===== src/rtl/gpi_debounce_pkg.sv =====
// gpi_debounce_pkg: shared widths and defaults for the GPI debouncer
package gpi_debounce_pkg;

    localparam int DefaultDebounceCycles = 500000;
    localparam int NavSwWidth = 5;
    localparam int UsrSwWidth = 8;

    function automatic int cnt_width(input int cycles);
        return (cycles > 1) ? $clog2(cycles) : 1;
    endfunction

endpackage


===== src/rtl/gpi_debounce_bit.sv =====
// gpi_debounce_bit: single-bit synchroniser, stability counter and edge pulses
module gpi_debounce_bit
    import gpi_debounce_pkg::*;
#(
    parameter int   DebounceCycles = DefaultDebounceCycles,
    parameter logic ResetValue     = 1'b0
) (
    input  logic clk_i,
    input  logic rst_ni,
    input  logic in_i,
    output logic db_o,
    output logic rise_o,
    output logic fall_o,
    output logic fire_o
);

    localparam int CntW = cnt_width(DebounceCycles);
    localparam logic [CntW-1:0] CntMax = CntW'(DebounceCycles - 1);

    (* ASYNC_REG = "TRUE" *) logic [1:0] sync_q;
    logic [CntW-1:0] cnt_q, cnt_d;
    logic db_q, db_d, rise_q, fall_q, mismatch, fire;

    assign mismatch = sync_q[1] != db_q;
    assign fire     = mismatch && (cnt_q == CntMax);

    // Any return to the debounced level abandons the count, so short bounces never fire
    always_comb begin
        cnt_d = (!mismatch || fire) ? '0 : cnt_q + 1'b1;
        db_d  = fire ? sync_q[1] : db_q;
    end

    always_ff @(posedge clk_i or negedge rst_ni) begin
        if (!rst_ni) begin
            sync_q <= {2{ResetValue}};
            cnt_q  <= '0;
            db_q   <= ResetValue;
            rise_q <= 1'b0;
            fall_q <= 1'b0;
        end else begin
            sync_q <= {sync_q[0], in_i};
            cnt_q  <= cnt_d;
            db_q   <= db_d;
            rise_q <= fire & sync_q[1];
            fall_q <= fire & ~sync_q[1];
        end
    end

    assign db_o   = db_q;
    assign rise_o = rise_q;
    assign fall_o = fall_q;
    assign fire_o = fire;

endmodule


===== src/rtl/gpi_debounce.sv =====
// gpi_debounce: per-bit synchronise and debounce of board switches with rise/fall events
module gpi_debounce
    import gpi_debounce_pkg::*;
#(
    parameter int               Width          = NavSwWidth + UsrSwWidth,
    parameter int               DebounceCycles = DefaultDebounceCycles,
    parameter logic             InvertInputs   = 1'b1,
    parameter logic [Width-1:0] ResetValue     = '0
) (
    input  logic             clk_i,
    input  logic             rst_ni,
    input  logic [Width-1:0] raw_i,
    output logic [Width-1:0] db_o,
    output logic [Width-1:0] rise_o,
    output logic [Width-1:0] fall_o,
    output logic             change_o
);

    logic [Width-1:0] in_vec, fire;
    logic change_q;

    assign in_vec = raw_i ^ {Width{InvertInputs}};

    for (genvar i = 0; i < Width; i++) begin : g_bit
        gpi_debounce_bit #(
            .DebounceCycles(DebounceCycles),
            .ResetValue    (ResetValue[i])
        ) u_bit (
            .clk_i (clk_i),
            .rst_ni(rst_ni),
            .in_i  (in_vec[i]),
            .db_o  (db_o[i]),
            .rise_o(rise_o[i]),
            .fall_o(fall_o[i]),
            .fire_o(fire[i])
        );
    end

    // Registered from the same-cycle fire terms so it lines up with rise_o/fall_o
    always_ff @(posedge clk_i or negedge rst_ni) begin
        if (!rst_ni) change_q <= 1'b0;
        else change_q <= |fire;
    end

    assign change_o = change_q;

endmodule


===== config.mk =====
export PLATFORM = sky130hd
export DESIGN_NAME = gpi_debounce
export DESIGN_NICKNAME = d
export VERILOG_FILES = /design/src/rtl/gpi_debounce_pkg.sv /design/src/rtl/gpi_debounce_bit.sv /design/src/rtl/gpi_debounce.sv
export SDC_FILE = /design/constraint.sdc
export NUM_CORES = 1
export LEC_CHECK = 0
export ABC_CLOCK_PERIOD_IN_PS = 6450
export CORE_MARGIN = 5
export CORE_UTILIZATION = 55
export CTS_CLUSTER_DIAMETER = 200
export DETAILED_ROUTE_END_ITERATION = 6
export PLACE_DENSITY = 0.75
export RECOVER_POWER = 50
export SYNTH_ARGS = -nofsm -noshare
export SYNTH_HDL_FRONTEND = slang
export SYNTH_SLANG_ARGS = --single-unit

===== constraint.sdc =====
create_clock -name clk_i -period 6.45 [get_ports clk_i]
set_input_delay 0.645 -clock clk_i [delete_from_list [all_inputs] [get_ports clk_i]]
set_output_delay 0.645 -clock clk_i [all_outputs]
set_load 0.02 [all_outputs]

---- Yosys cells after proc, flatten, opt, wreduce, memory -nomap -nowiden ----
Index checks and enable logic that the tools add are counted.
storage, ports and cells
  flip-flop bits (word level) ............. 313
  output and inout bits ................... 40
cells by class
  add/sub/neg operators ................... 13
  equal/unequal tests ..................... 26
  multiplexer cells ....................... 13
  bitwise logic cells ..................... 40
  reduce and logical (&&, ||, !) cells .... 40
operators with widths
  cell                                                              count
  19-bit by 1-bit adder with 19-bit output (second input constant)  13
  19-bit == test (second input constant)                            13
  19-bit two-way mux                                                13
  1-bit bitwise AND                                                 26
  1-bit logical AND                                                 13
  1-bit logical NOT                                                 13
  1-bit logical OR                                                  13
  1-bit != test                                                     13
  1-bit NOT                                                         13
  13-bit NOT                                                        1
  13-bit OR reduction                                               1

---- Logic depth before layout (Yosys ltp) ----
Gate-level depths: netlist of the first run.
  depth after elaboration ................. 4
  gate-level depth with buffers ........... 8
  mapped depth without buffers ............ 6

---- Modules after synthesis ----
A second synthesis of the first run with hierarchy kept.
unflattened totals
  cell total of the unflattened synthesis .. 1426
  area total of the unflattened synthesis .. 15228.4 um^2
by module, submodules not included
  module                                 instances  cells each  area an instance (um^2)  sequential area each (um^2)
  gpi_debounce_bit (g_bit[0].u_bit ...)  12         108         1164.9                   600.6
  gpi_debounce_bit (g_bit[3].u_bit)      1          111         1148.6                   600.6
  gpi_debounce                           1          19          101.3                    25.0

---- Worst setup path before layout of the first run ----
OpenSTA, ideal clock, no wires.
  path kind ............................... reg2reg
  start point ............................. register g_bit[5].u_bit.cnt_q[14]
  end point ............................... register g_bit[5].u_bit.cnt_q[12]
  data arrival time ....................... 1.997 ns
  slack ................................... 4.334 ns
  stages on the path, launching flop included .. 8
  cells stage by stage .................... dfrtp_1 > or4_1 > or4_1 > or2_4 > nand2b_2 > buf_6 > buf_12 > nor2_1
between the ends
  word-level cells in the longest chain between the ends .. 4
RTL lines
  item                          RTL line                source
  start, declared               gpi_debounce_bit.sv:21  logic [CntW-1:0] cnt_q, cnt_d;
  start signal, assigned        gpi_debounce_bit.sv:42  cnt_q <= cnt_d;
  19-bit == test                gpi_debounce_bit.sv:25  assign fire = mismatch && (cnt_q == CntMax);
  1-bit logical AND             gpi_debounce_bit.sv:25
  1-bit logical OR              gpi_debounce_bit.sv:29  cnt_d = (!mismatch || fire) ? '0 : cnt_q + 1'b1;
  19-bit two-way mux            gpi_debounce_bit.sv:29
  via g_bit[5].u_bit.cnt_d[12]  gpi_debounce_bit.sv:21
The timed path passes the listed nets, and every way through them passes these cells.
A chain may end at the register's enable or synchronous reset.

==> run metrics, run 1 <==
diode count 0; Die W 172 um; Min Clock Period, post-route 3.23 ns; Power, Total 4.20 mW; Worst Path Required 6.92 ns; WP data arrival 3.70 ns; die height 172 um; post-synth top area share 54.1%; core box area 0.0260 mm2; Die ar. 0.0297 mm2; Post-Route WL 26200 um; first-pass GRT wire length 45400 um; type of the worst setup path primary input to async pin; vias 9719; post-synthesis sequential area ratio 54.1%; Initial Util 55.7%; clock skew 0.0153 ns; Worst Setup End Kind async pin; count leader, synth dfrtp_1; outcome complete, but fails checks; fin util 62.6%; Hold Path Class flop to flop; final net count 1464; critical path buffer and inverter count 2; Post-CTS Hold Fix Bufs 0; H-tree level count 2; syn_nets 1435; DRC Markers 0; DRT met1 WL 12200 um; Power Density 258 mW/mm2; routed length per instance 14.6 um; Rel. slew slack -113%; Final ANT Viol Nets 0; initial DRC count 510; GP Congestion 0.819; Post-synth top cells 313 x dfrtp_1, 282 x nor2_1, 135 x xor2_1; Synth area leaders dfrtp_1 54%, xor2_1 8.2%, nor2_1 7.3%; Post-synth EDFFs 0; Yosys reg bits 313; initial antenna violation count 0; gr ovfl total 0; setup repair bufs after CTS 0; RSZ-0062 raised after global routing no; Root Driver clkbuf_16; Top delay family on crit path buffers and inverters; maximum capacitance violations 1; CP cell instances clkbuf_2, buf_12; Post-Syn Area 0.0145 mm2; Final setup violation count 0; Top Layer Used met4; crit path max fanout 183; DR WL met2 12300 um; highest cell delay on the worst timing path 2.14 ns; number of global-route vias before repair 9660; GRT Total Usage 18.1%; Worst-path clk slew 0.06 ns; Final Hold Viols 0; layout cells sized above 1 5.82%; WHS 0.341 ns; CP max stage cell clkbuf_2; Rows 59; Startpoint Class primary input; most used flip-flop cell after synthesis dfrtp_1; CTS Buf Count 34; CTS tree built; synthesis-to-layout area growth 12.3%; Post-Syn Instances 1407; DR vias/cell 5.41; warnings from Yosys 0; Highest Clock Rate 310 MHz; setup TNS 0 ns; Routed met3 length 1030 um; largest net degree at the start of global routing 184; number of port buffers 54; I/O pin cnt 55; unique cell type count in the Yosys netlist 47; Async S/R FF share, synth 100%; Peak supply drop 0.246 mV; Final WS setup 3.22 ns; area leader, netlist dfrtp_1; Setup WS pre-CTS 4.12 ns; CTS max path bufs 3; worst skew pair latency 0.51 ns; period utilization 50.1%; DR pass1 iterations 4; Worst-Margin Slew 3.20 ns; Num Clock Sinks 313; violated checks capacitance limit, slew limit; Max Slew Vio Count 131; post_cts resized 0; Leakage 6.98 nW; fill cell count 2096; Post-Syn Area per Cell 10.3 um2; Detailed Place HPWL 16600 um
final timing paths:
kind | start | end | slack (ns) | cells past startpoint
max in group clk_i | g_bit[6].u_bit.cnt_q[12] | g_bit[6].u_bit.cnt_q[15] | 4.10 | 5
max | rst_ni | g_bit[4].u_bit.cnt_q[4] | 3.22 | 2
max reg2reg | g_bit[6].u_bit.cnt_q[12] | g_bit[6].u_bit.cnt_q[15] | 4.10 | 5
min in group asynchronous | rst_ni | g_bit[2].u_bit.cnt_q[2] | 1.13 | 1
min | g_bit[12].u_bit.sync_q[0] | g_bit[12].u_bit.sync_q[1] | 0.34 | 0
min reg2reg | g_bit[12].u_bit.sync_q[0] | g_bit[12].u_bit.sync_q[1] | 0.34 | 0
cells in the final DEF (no fill, tap or decap), types with 8 or more instances in the layout:
cell type        count
dfrtp_1            313
nor2_1             282
xor2_1             135
xnor2_1             99
nand2_1             93
nand3_1             88
nand4_1             64
clkdlybuf4s50_1     40
clkbuf_16           37
inv_1               32
nor3_1              30
nor3b_1             30
and3_1              29
and4_1              23
nor4_1              20
ha_1                13
dlygate4sd3_1       13
mux2_2              12
nor4b_1             11
or2_2               10
nor4bb_1             8
cell type report:
cell class / instances / area [um2] / share of cell area, %
Timing Repair Buffer: 56 / 563 / 3.46
Inverter: 32 / 120 / 0.738
Sequential cell: 313 / 7830 / 48.2
Clock buffer: 46 / 1010 / 6.21
Clock inverter: 14 / 208 / 1.28
Multi-Input combinational cell: 999 / 6110 / 37.6
Tap cell: 335 / 419 / 2.58
stage by stage:
stage                     cells  instance area [um2]
final                      1795                16300
after global routing       1795                16300
after CTS                  1795                16300
after detailed placement   1735                15100
after global placement     1735                15100
after floorplan            1407                14500
power by group:
group          internal [mW]  switching, mW
combinational         0.0317         0.0804
clock                   1.30          0.769
sequential              1.99         0.0272
kinds of logic after synthesis:
| kind of cell | synth area share (%) |
|---|---|
| and+or+nand+nor | 25.5 |
| DFF | 54.1 |
| xor gates and xnor gates | 14.1 |
| buffers and inverters | 3.71 |
| adders and majority gates | 1.12 |
| muxes | 0.933 |
| AOI/OAI and AO/OA | 0.510 |
layer usage:
metal	up-vias	track usage, %
met2	134	29.2
met5	-	0
met1	4755	25.5
met4	0	5.06
met3	50	3.32
li1	4780	-
state kept, by name, summed over array words and instances (netlist names):
| register | flops |
|---|---|
| change_o | 1 |
| g_bit.u_bit.cnt_q | 247 |
| g_bit.u_bit.db_o | 13 |
| g_bit.u_bit.fall_o | 13 |
| g_bit.u_bit.rise_o | 13 |
| g_bit.u_bit.sync_q | 26 |
Note: power is estimated with default switching activity, not from simulation.
==> run 2, diff against run 1 <==
--- a/config.mk
+++ b/config.mk
@@ -5,7 +5,7 @@
 export SDC_FILE = /design/constraint.sdc
 export NUM_CORES = 1
 export LEC_CHECK = 0
-export ABC_CLOCK_PERIOD_IN_PS = 6450
+export ABC_CLOCK_PERIOD_IN_PS = 3000
 export CORE_MARGIN = 5
 export CORE_UTILIZATION = 55
 export CTS_CLUSTER_DIAMETER = 200
==> constraint.sdc (replaced) <==
create_clock -name clk_i -period 3 [get_ports clk_i]
set_input_delay 0.3 -clock clk_i [delete_from_list [all_inputs] [get_ports clk_i]]
set_output_delay 0.3 -clock clk_i [all_outputs]
set_load 0.02 [all_outputs]
==> run 2 against run 1 <==
Highest routed layer unchanged. Non-clock buffer count increased by 7. Routed wire length down 0.69%. Largest cell class unchanged. Critical path type is now flop to flop. Clock power rose by 100%. Die area unchanged. Register-to-register slack lost 3.5 ns. Cell count rose by 0.28%. Critical path depth up 3. Sequential cell count is the same. Clock skew fell by 0.0035 ns. Core utilization shrank 0.16 points. The flow now finishes without violations. Count of clock-buffer cells in the layout is 1 higher.
==> run metrics, run 2 (synthesized netlist as in run 1, its figures left out) <==
clock power share 47.8% (-1.5 points); RSZ-0062 raised after global routing no; GRT Total Usage 18.2% (+0.074 points); GP Congestion 0.837 (+2.3%); WHS 0.344 ns (+0.00338 ns); worst skew pair latency 0.50 ns (about the same); Worst-path clk slew 0.06 ns (about the same); number of port buffers 54 (unchanged); core box area 0.0260 mm2 (unchanged); Root Driver clkbuf_16; setup repair bufs after CTS 0 (unchanged); outcome finished, final reports clean; commonest cells after routing, fill and taps aside 313 x dfrtp_1, 282 x nor2_1, 135 x xor2_1; Die ar. 0.0297 mm2 (unchanged); clock skew 0.0118 ns (-0.00353 ns); Post-Route WL 26000 um (-0.69%); post_cts resized 0 (unchanged); Worst Path Required 3.36 ns (-3.56 ns); WP data arrival 2.74 ns (-0.96 ns); synthesis-to-layout area growth 12.0%; CTS max path bufs 3 (unchanged); Min Clock Period, post-route 2.38 ns; Placed Cells incl. Taps 1741 (+0.35%); DRC Markers 0 (unchanged); Final WS setup 0.621 ns (-2.60 ns); Int Power 6.93 mW (+110%); Startpoint Class flop; maximum capacitance violations 0 (-1); NetSw 1.85 mW (+110%); first-pass GRT wire length 45600 um (+0.24%); Leakage 6.98 nW (about the same); Final setup violation count 0 (unchanged); CTS tree built; Worst Setup End Kind flop; Worst-Margin Slew 1.25 ns (-1.95 ns); diode count 0 (unchanged); Initial Util 55.7% (unchanged); commonest non-fill, non-tap cell in the layout dfrtp_1; Num Clock Sinks 313 (unchanged); DR pass1 iterations 5 (+1); Largest regs g_bit.u_bit.cnt_q: 247 flops, g_bit.u_bit.sync_q: 26 flops; Hold Path Class primary input to async pin; Power, Total 8.78 mW (+110%); I/O pin cnt 55 (unchanged); Final Hold Viols 0 (unchanged); final net count 1471 (+0.48%); post-route insts no fill 1800 (+0.28%); period utilization 79.3%; setup TNS 0 ns (unchanged); most flop-heavy register g_bit.u_bit.cnt_q; Post-CTS Hold Fix Bufs 1 (+1); CTS Buf Count 34 (unchanged); H-tree level count 2 (unchanged); Setup WS pre-CTS 0.634 ns (-3.48 ns); Peak supply drop 0.524 mV (+110%); Max Slew Vio Count 0 (-100%); number of global-route vias before repair 9666 (+0.062%); Power Density 541 mW/mm2 (+110%); layout cells sized above 1 5.87% (+0.048 points); Seq pwr share 49.5% (+1.4 points); Rel. slew slack 16.5% (+130 points); max FFs per register 247 (unchanged); Final ANT Viol Nets 0 (unchanged); Detailed Place HPWL 17300 um (+4.4%); routed length per instance 14.4 um (-0.97%); crit path max fanout 17 (-91%); Rows 59 (unchanged); gr ovfl total 0 (unchanged); switch share 21.1% (+0.23 points); type of the worst setup path flop to flop; DR vias/cell 5.41 (about the same); initial DRC count 669 (+31%); largest net degree at the start of global routing 91 (-51%); initial antenna violation count 0 (unchanged); Die W 172 um (unchanged); die height 172 um (unchanged); Highest Clock Rate 420 MHz; part of the power in combinational logic 2.8% (about the same); vias 9746 (+0.28%)
==> run 2: changes by cell type in the layout (fill, tap and decap cells not counted), moves of 2 or more <==
| cell | delta |
|---|---|
| clkinv_2 | +2 |
| clkinvlp_4 | -2 |
| clkbuf_8 | +2 |
| bufinv_16 | -3 |
| clkbuf_2 | +2 |
| clkbuf_1 | +3 |
==> run 2: path summary, 6_finish.rpt <==
check                                              start                   endpoint  slack (ns)  depth (start not counted)
max in group asynchronous                         rst_ni  g_bit[11].u_bit.cnt_q[15]        0.92                          3
worst min register to register  g_bit[1].u_bit.sync_q[0]   g_bit[1].u_bit.sync_q[1]        0.34                          0
worst max register to register  g_bit[6].u_bit.cnt_q[12]   g_bit[6].u_bit.cnt_q[15]        0.62                          5
worst min-delay path                              rst_ni   g_bit[2].u_bit.cnt_q[10]        0.34                          2
worst max-delay path            g_bit[6].u_bit.cnt_q[12]   g_bit[6].u_bit.cnt_q[15]        0.62                          5
min in group clk_i              g_bit[1].u_bit.sync_q[0]   g_bit[1].u_bit.sync_q[1]        0.34                          0
==> run 2: critical path: stages, from the launching register on <==
cell and delay (ns):
dfrtp_1 0.42, or4b_2 0.68, nor4_1 0.27, nand3_1 0.23, nand2_1 0.50, nor2_1 0.14
==> run 2: cell type report <==
class                           instances  area (um2)
Clock buffer                           47        1030
Tap cell                              335         419
Inverter                               32         120
Fill cell                            2057        9760
Sequential cell                       313        7830
Multi-Input combinational cell        999        6110
Timing Repair Buffer                   63         593
Clock inverter                         11         113
==> run 2: power by group through the flow <==
| stage | Sequential (mW) | Clock, mW | Combinational (mW) |
|---|---|---|---|
| after global placement | 4.41 | 0 | 0.258 |
| final | 4.34 | 4.20 | 0.242 |
| after detailed placement | 4.42 | 0 | 0.263 |
| after global routing | 4.35 | 4.51 | 0.287 |
| after floorplan | 4.40 | 0 | 0.126 |
| after CTS | 4.34 | 4.31 | 0.266 |
==> run 2: routing by layer <==
metal	up-vias	share of wire (%)	global-route usage, %
li1	4794	-	-
met1	4750	47	25.0
met2	151	46	29.9
met3	51	4.7	3.57
met4	0	2.2	4.72
met5	-	0	0
==> run 2: metrics by stage <==
step / util (%) / cell area (um2)
3_5_place_dp: 58.2 / 15100
5_1_grt: 62.4 / 16200
2_1_floorplan: - / 14500
6_report: 62.4 / 16200
4_1_cts: 62.7 / 16300
3_3_place_gp: 58.2 / 15100
==> RTL change 1 (flow settings as in run 2) <==
Change the package constant `UsrSwWidth` from 8 to 12.
--- a/src/rtl/gpi_debounce_pkg.sv
+++ b/src/rtl/gpi_debounce_pkg.sv
@@ -3,7 +3,7 @@
 
     localparam int DefaultDebounceCycles = 500000;
     localparam int NavSwWidth = 5;
-    localparam int UsrSwWidth = 8;
+    localparam int UsrSwWidth = 12;
 
     function automatic int cnt_width(input int cycles);
         return (cycles > 1) ? $clog2(cycles) : 1;
Ports: changed (resized db_o, fall_o, raw_i and rise_o); port bits go from 55 to 71. The function was not compared with the original's and may differ.
==> RTL change 1 against run 2 <==
  * Combinational power increased by 33%
  * Design area increased by 29%
  * Clock skew increased by 1.9 ps
  * Synthesized area increased by 29%
  * Utilization decreased by 0.057 points
  * Largest power group unchanged
  * Largest cell class unchanged
  * Die area increased by 27%
  * Routed wire length increased by 28%
  * Worst setup slack improved by 160 ps
  * Power increased by 28%
  * Sequential cell count increased by 96
  * Fmax increased by 7.0%
==> RTL change 1: results (changes against run 2) <==
Setup path
  • R2R depth: 5 (unchanged)
  • Worst r2r dst: g_bit[4].u_bit.cnt_q[12] (was g_bit[6].u_bit.cnt_q[15])
  • CP max FO: 15 (was 17)
  • Critical path arrival: 2630 ps (was 2740 ps)
  • R2R setup slack: 780 ps (was 620 ps)
  • Worst flop-to-flop path startpoint: g_bit[4].u_bit.cnt_q[12] (was g_bit[6].u_bit.cnt_q[12])

STA
  • Worst slew pin tran: 1380 ps (was 1250 ps)
  • Clock Skews: 13.6 ps (was 11.8 ps)
  • Hold Slack: 338 ps (was 344 ps)

Logic synthesis
  • Sequential-to-total area share from yosys stat: 54.7% (was 54.1%)
  • Async S/R FF share, synth: 100% (unchanged)
  • Synthesized Nets: 1858 (was 1435)
  • Top post-synthesis cells by count: dfrtp_1, nor2_1, xor2_1 (unchanged)
  • Primary FF master, synth: dfrtp_1 (unchanged)
  • Largest cells by area after synthesis: dfrtp_1, xor2_1, nor2_1, xnor2_1, nand3_1 (unchanged)
  • Synth cell types: 48 (was 47)

CTS
  • Clock latency on the worst-skew pair: 550 ps (was 500 ps)
  • CTS max path bufs: 3 (unchanged)
  • H-tree depth: 2 (unchanged)
  • Hold_buf cts: 1 (unchanged)
  • Clk root buf: clkbuf_16 (unchanged)
  • CTS buffer count: 43 (was 34)

Cells and area
  • Nets: 1903 (was 1471)
  • Share of cells above drive strength 1: 5.21% (was 5.87%)
  • Largest regs: g_bit.u_bit.cnt_q x323, g_bit.u_bit.sync_q x34 (was g_bit.u_bit.cnt_q x247, g_bit.u_bit.sync_q x26)
  • Fillers: 2706 (was 2057)
  • # diodes: 0 (unchanged)

Route
  • Initial DRT Pass Iterations: 5 (unchanged)
  • Via density: 5.33 (was 5.41)
  • Initial DRC Count: 614 (was 669)
  • WL per Instance: 14.2 um (was 14.4 um)

Global route
  • Largest net degree at the start of global routing: 89 (was 91)
  • Vias in the first global route: 12800 (was 9666)
  • Global Route Usage Sum: 18.1% (was 18.2%)
  • First-pass GRT wire length: 59300 um (was 45600 um)
  • Initial antenna violation count: 0 (unchanged)

Placed design
  • DP HPWL: 22500 um (was 17300 um)
  • Input/output buffers: 70 (was 54)
  • GP Congestion: 0.861 (was 0.837)

Status
  • Status: finished clean (unchanged)

Pwr
  • Peak VDD IR: 415 uV (was 524 uV)
  • LEAKAGE: 9.17 nW (was 6.98 nW)
  • Power Internal: 0.00882 W (was 0.00693 W)
## RTL change 1: critical path: stages, from the launching register on
cell     delay, ps
dfrtp_1        430
nor4b_1        330
nand2_1        110
or4_1          650
nand2_1        450
nor2_1         110
## RTL change 1: layout make-up
cell class	instances	area share [%]
clock buffer	62	6.12
clock inverter	15	0.616
inverter	41	0.736
multi-input combinational	1290	37.2
sequential	409	48.9
tap	448	2.68
timing repair buffer	82	3.77
## RTL change 1: how the worst max path moves through the flow
stage                                     to                      from  slack [ps]
CTS                                 change_o  g_bit[16].u_bit.cnt_q[0]         740
global placement     g_bit[2].u_bit.cnt_q[7]  g_bit[2].u_bit.cnt_q[14]         810
floorplan                           change_o  g_bit[11].u_bit.cnt_q[0]         970
finish              g_bit[4].u_bit.cnt_q[12]  g_bit[4].u_bit.cnt_q[12]         780
detailed placement                  change_o  g_bit[16].u_bit.cnt_q[0]         750
global route         g_bit[8].u_bit.cnt_q[3]                    rst_ni         400
## RTL change 1: routing by layer
layer | track usage [%] | up-vias | wire length, um
met5 | 0 | - | 0
met4 | 5.52 | 0 | 665
met3 | 2.91 | 44 | 975
met2 | 30.6 | 159 | 16400
met1 | 24.1 | 6159 | 15300
li1 | - | 6142 | -
## RTL change 1: power by group through the flow
stage                     Combinational, W  Clock (W)  Sequential (W)
final                             0.000322    0.00526         0.00567
after floorplan                   0.000167          0         0.00575
after global routing              0.000385    0.00562         0.00568
after global placement            0.000338          0         0.00576
after detailed placement          0.000346          0         0.00577
after CTS                         0.000352    0.00540         0.00567
## RTL change 1: through the flow
step | instances | total power [W] | instance area [um^2] | setup WS (ps)
after floorplan | 1822 | 0.00592 | 18700 | 971
after global routing | 2347 | 0.0117 | 20900 | 402
after detailed placement | 2269 | 0.00612 | 19600 | 755
after global placement | 2269 | 0.00610 | 19600 | 810
final | 2347 | 0.0112 | 20900 | 776
after CTS | 2347 | 0.0114 | 21000 | 745
## RTL change 1: kinds of logic (layout without fill, tap and decap cells)
family	after synthesis	after routing	share of synthesized area [%]
and+or+nand+nor	927	927	24.5
DFF	409	409	54.7
xor gates and xnor gates	299	299	14.0
buffers and inverters	123	200	3.78
AOI/OAI and AO/OA	32	32	0.983
adders and majority gates	17	17	1.14
muxes	15	15	0.903
==> RTL change 2 (config.mk and constraints of run 2) <==
Without the edit above. Remove the register `change_q`: a continuous assignment takes its place, so the output `change_o` follows one clock earlier.
--- a/src/rtl/gpi_debounce.sv
+++ b/src/rtl/gpi_debounce.sv
@@ -37,10 +37,7 @@
     end
 
     // Registered from the same-cycle fire terms so it lines up with rise_o/fall_o
-    always_ff @(posedge clk_i or negedge rst_ni) begin
-        if (!rst_ni) change_q <= 1'b0;
-        else change_q <= |fire;
-    end
+    assign change_q = |fire;
 
     assign change_o = change_q;
 
Function: same outputs for any inputs over 10 cycles, from zero or initial values and one cycle with rst_ni low; that may be too few to reach the edited logic, so the function may still have changed.
==> RTL change 2 against run 2 <==
  * Power rose by 6.5%
  * Sequential share of layout area fell by 0.91 points
  * Design area rose by 1.6%
  * Synthesized area fell by 0.17%
  * Cell count rose by 1.0%
  * Global-route usage rose by 0.25 points
  * Sequential power barely moved
  * Routed wire length fell by 0.19%
  * Worst setup slack got worse by 560 ps
  * Fmax fell by 19%
  * Largest cell class unchanged
  * Sequential cell count fell by 1
  * Non-clock buffer count rose by 15
  * Utilization rose by 0.99 points
==> RTL change 2: results (changes against run 2) <==
Cells and area
  • Multi-input combinational cell area: 6130 um^2 (was 6110 um^2)
  • ClkCell Share: 8.05% (was 7.06%)
  • Sequential share of cell area: 47.4% (was 48.3%)
  • Share of cells above drive strength 1: 7.01% (was 5.87%)
  • Clock buffer cells: 49 (was 47)
  • Layout non-clock buf frac: 4.11% (was 3.66%)
  • Nets: 1485 (was 1471)
  • Util after Layout: 63.4% (was 62.4%)

Status
  • Status: finished clean (unchanged)

Setup path
  • CP max FO: 2 (was 17)
  • Critical path arrival: 2640 ps (was 2740 ps)
  • R2R setup slack: 640 ps (was 620 ps)
  • Worst r2r dst: g_bit[6].u_bit.cnt_q[7] (was g_bit[6].u_bit.cnt_q[15])
  • Crit path to: change_o (was g_bit[6].u_bit.cnt_q[15])
  • Critical path's largest stage delay: 560 ps (was 680 ps)
  • Crit. Startpoint: g_bit[5].u_bit.cnt_q[10] (was g_bit[6].u_bit.cnt_q[12])

Logic synthesis
  • Syn. warnings: 0 (unchanged)
  • Syn Std Cell Area: 14500 um^2 (about the same)
  • Mapped Cells: 1406 (was 1407)
  • Top post-synthesis cells by count: dfrtp_1, nor2_1, xor2_1 (unchanged)
  • Sequential-to-total area share from yosys stat: 54.0% (was 54.1%)
  • Largest cells by area after synthesis: dfrtp_1, xor2_1, nor2_1, xnor2_1, nand3_1 (unchanged)

CTS
  • CTS resizes: 8 (was 0)

Pwr
  • LEAKAGE: 7.09 nW (was 6.98 nW)
  • Power Internal: 0.00743 W (was 0.00693 W)
  • Peak VDD IR: 551 uV (was 524 uV)

Route
  • Met2 WL post-DR: 12000 um (was 12100 um)
  • WL per Instance: 14.3 um (was 14.4 um)
  • Met3 wire len: 1030 um (was 1220 um)
  • Post-Route WL: 25900 um (was 26000 um)
  • Metal-1 WL: 12500 um (was 12100 um)
  • Via density: 5.33 (was 5.41)
  • Initial DRC Count: 571 (was 669)

Global route
  • Grt met2 use: 29.5% (was 29.9%)
  • GRT met3 Usage: 3.59% (was 3.57%)
  • Vias in the first global route: 9706 (was 9666)
  • Global Route Usage Sum: 18.4% (was 18.2%)
  • Met1 usage in global routing: 26.3% (was 25.0%)
  • Largest net degree at the start of global routing: 114 (was 91)
  • First-pass GRT wire length: 45900 um (was 45600 um)

Placed design
  • Pre-CTS setup slack: 24.5 ps (was 634 ps)
  • Placed cells: 1755 (was 1741)
  • GP Congestion: 0.845 (was 0.837)
  • DP HPWL: 17300 um (about the same)
  • Post-place instance area: 15200 um^2 (was 15100 um^2)

STA
  • Final critical-path share of the clock period: 98.0% (was 79.3%)
  • Slew HR: 0.327% (was 16.5%)
  • Hold Slack: 348 ps (was 344 ps)
  • Clock Skews: 13.5 ps (was 11.8 ps)
RTL change 2: cell types whose count changed in the layout (fill, tap and decap cells not counted), sizes merged:
cell | run 2 | this run
buf | 2 | 11
clkdlybuf4s50 | 40 | 39
clkbuf | 54 | 63
clkinv | 9 | 2
bufinv | 2 | 7
dfrtp | 313 | 312
inv | 32 | 33
clkinvlp | 0 | 3
RTL change 2: cell families after synthesis:
logic type | after synthesis | synth area share [%]
xor gates and xnor gates | 234 | 14.2
muxes | 12 | 0.935
and+or+nand+nor | 730 | 25.5
AOI/OAI and AO/OA | 10 | 0.511
buffers and inverters | 95 | 3.72
DFF | 312 | 54.0
adders and majority gates | 13 | 1.12
RTL change 2: power groups by stage:
stage          Sequential [W]  Clock [W]  Combinational [W]
5_1_grt               0.00433    0.00508           0.000293
3_5_place_dp          0.00440          0           0.000270
2_1_floorplan         0.00439          0           0.000126
4_1_cts               0.00432    0.00489           0.000272
3_3_place_gp          0.00440          0           0.000263
6_report              0.00433    0.00478           0.000247
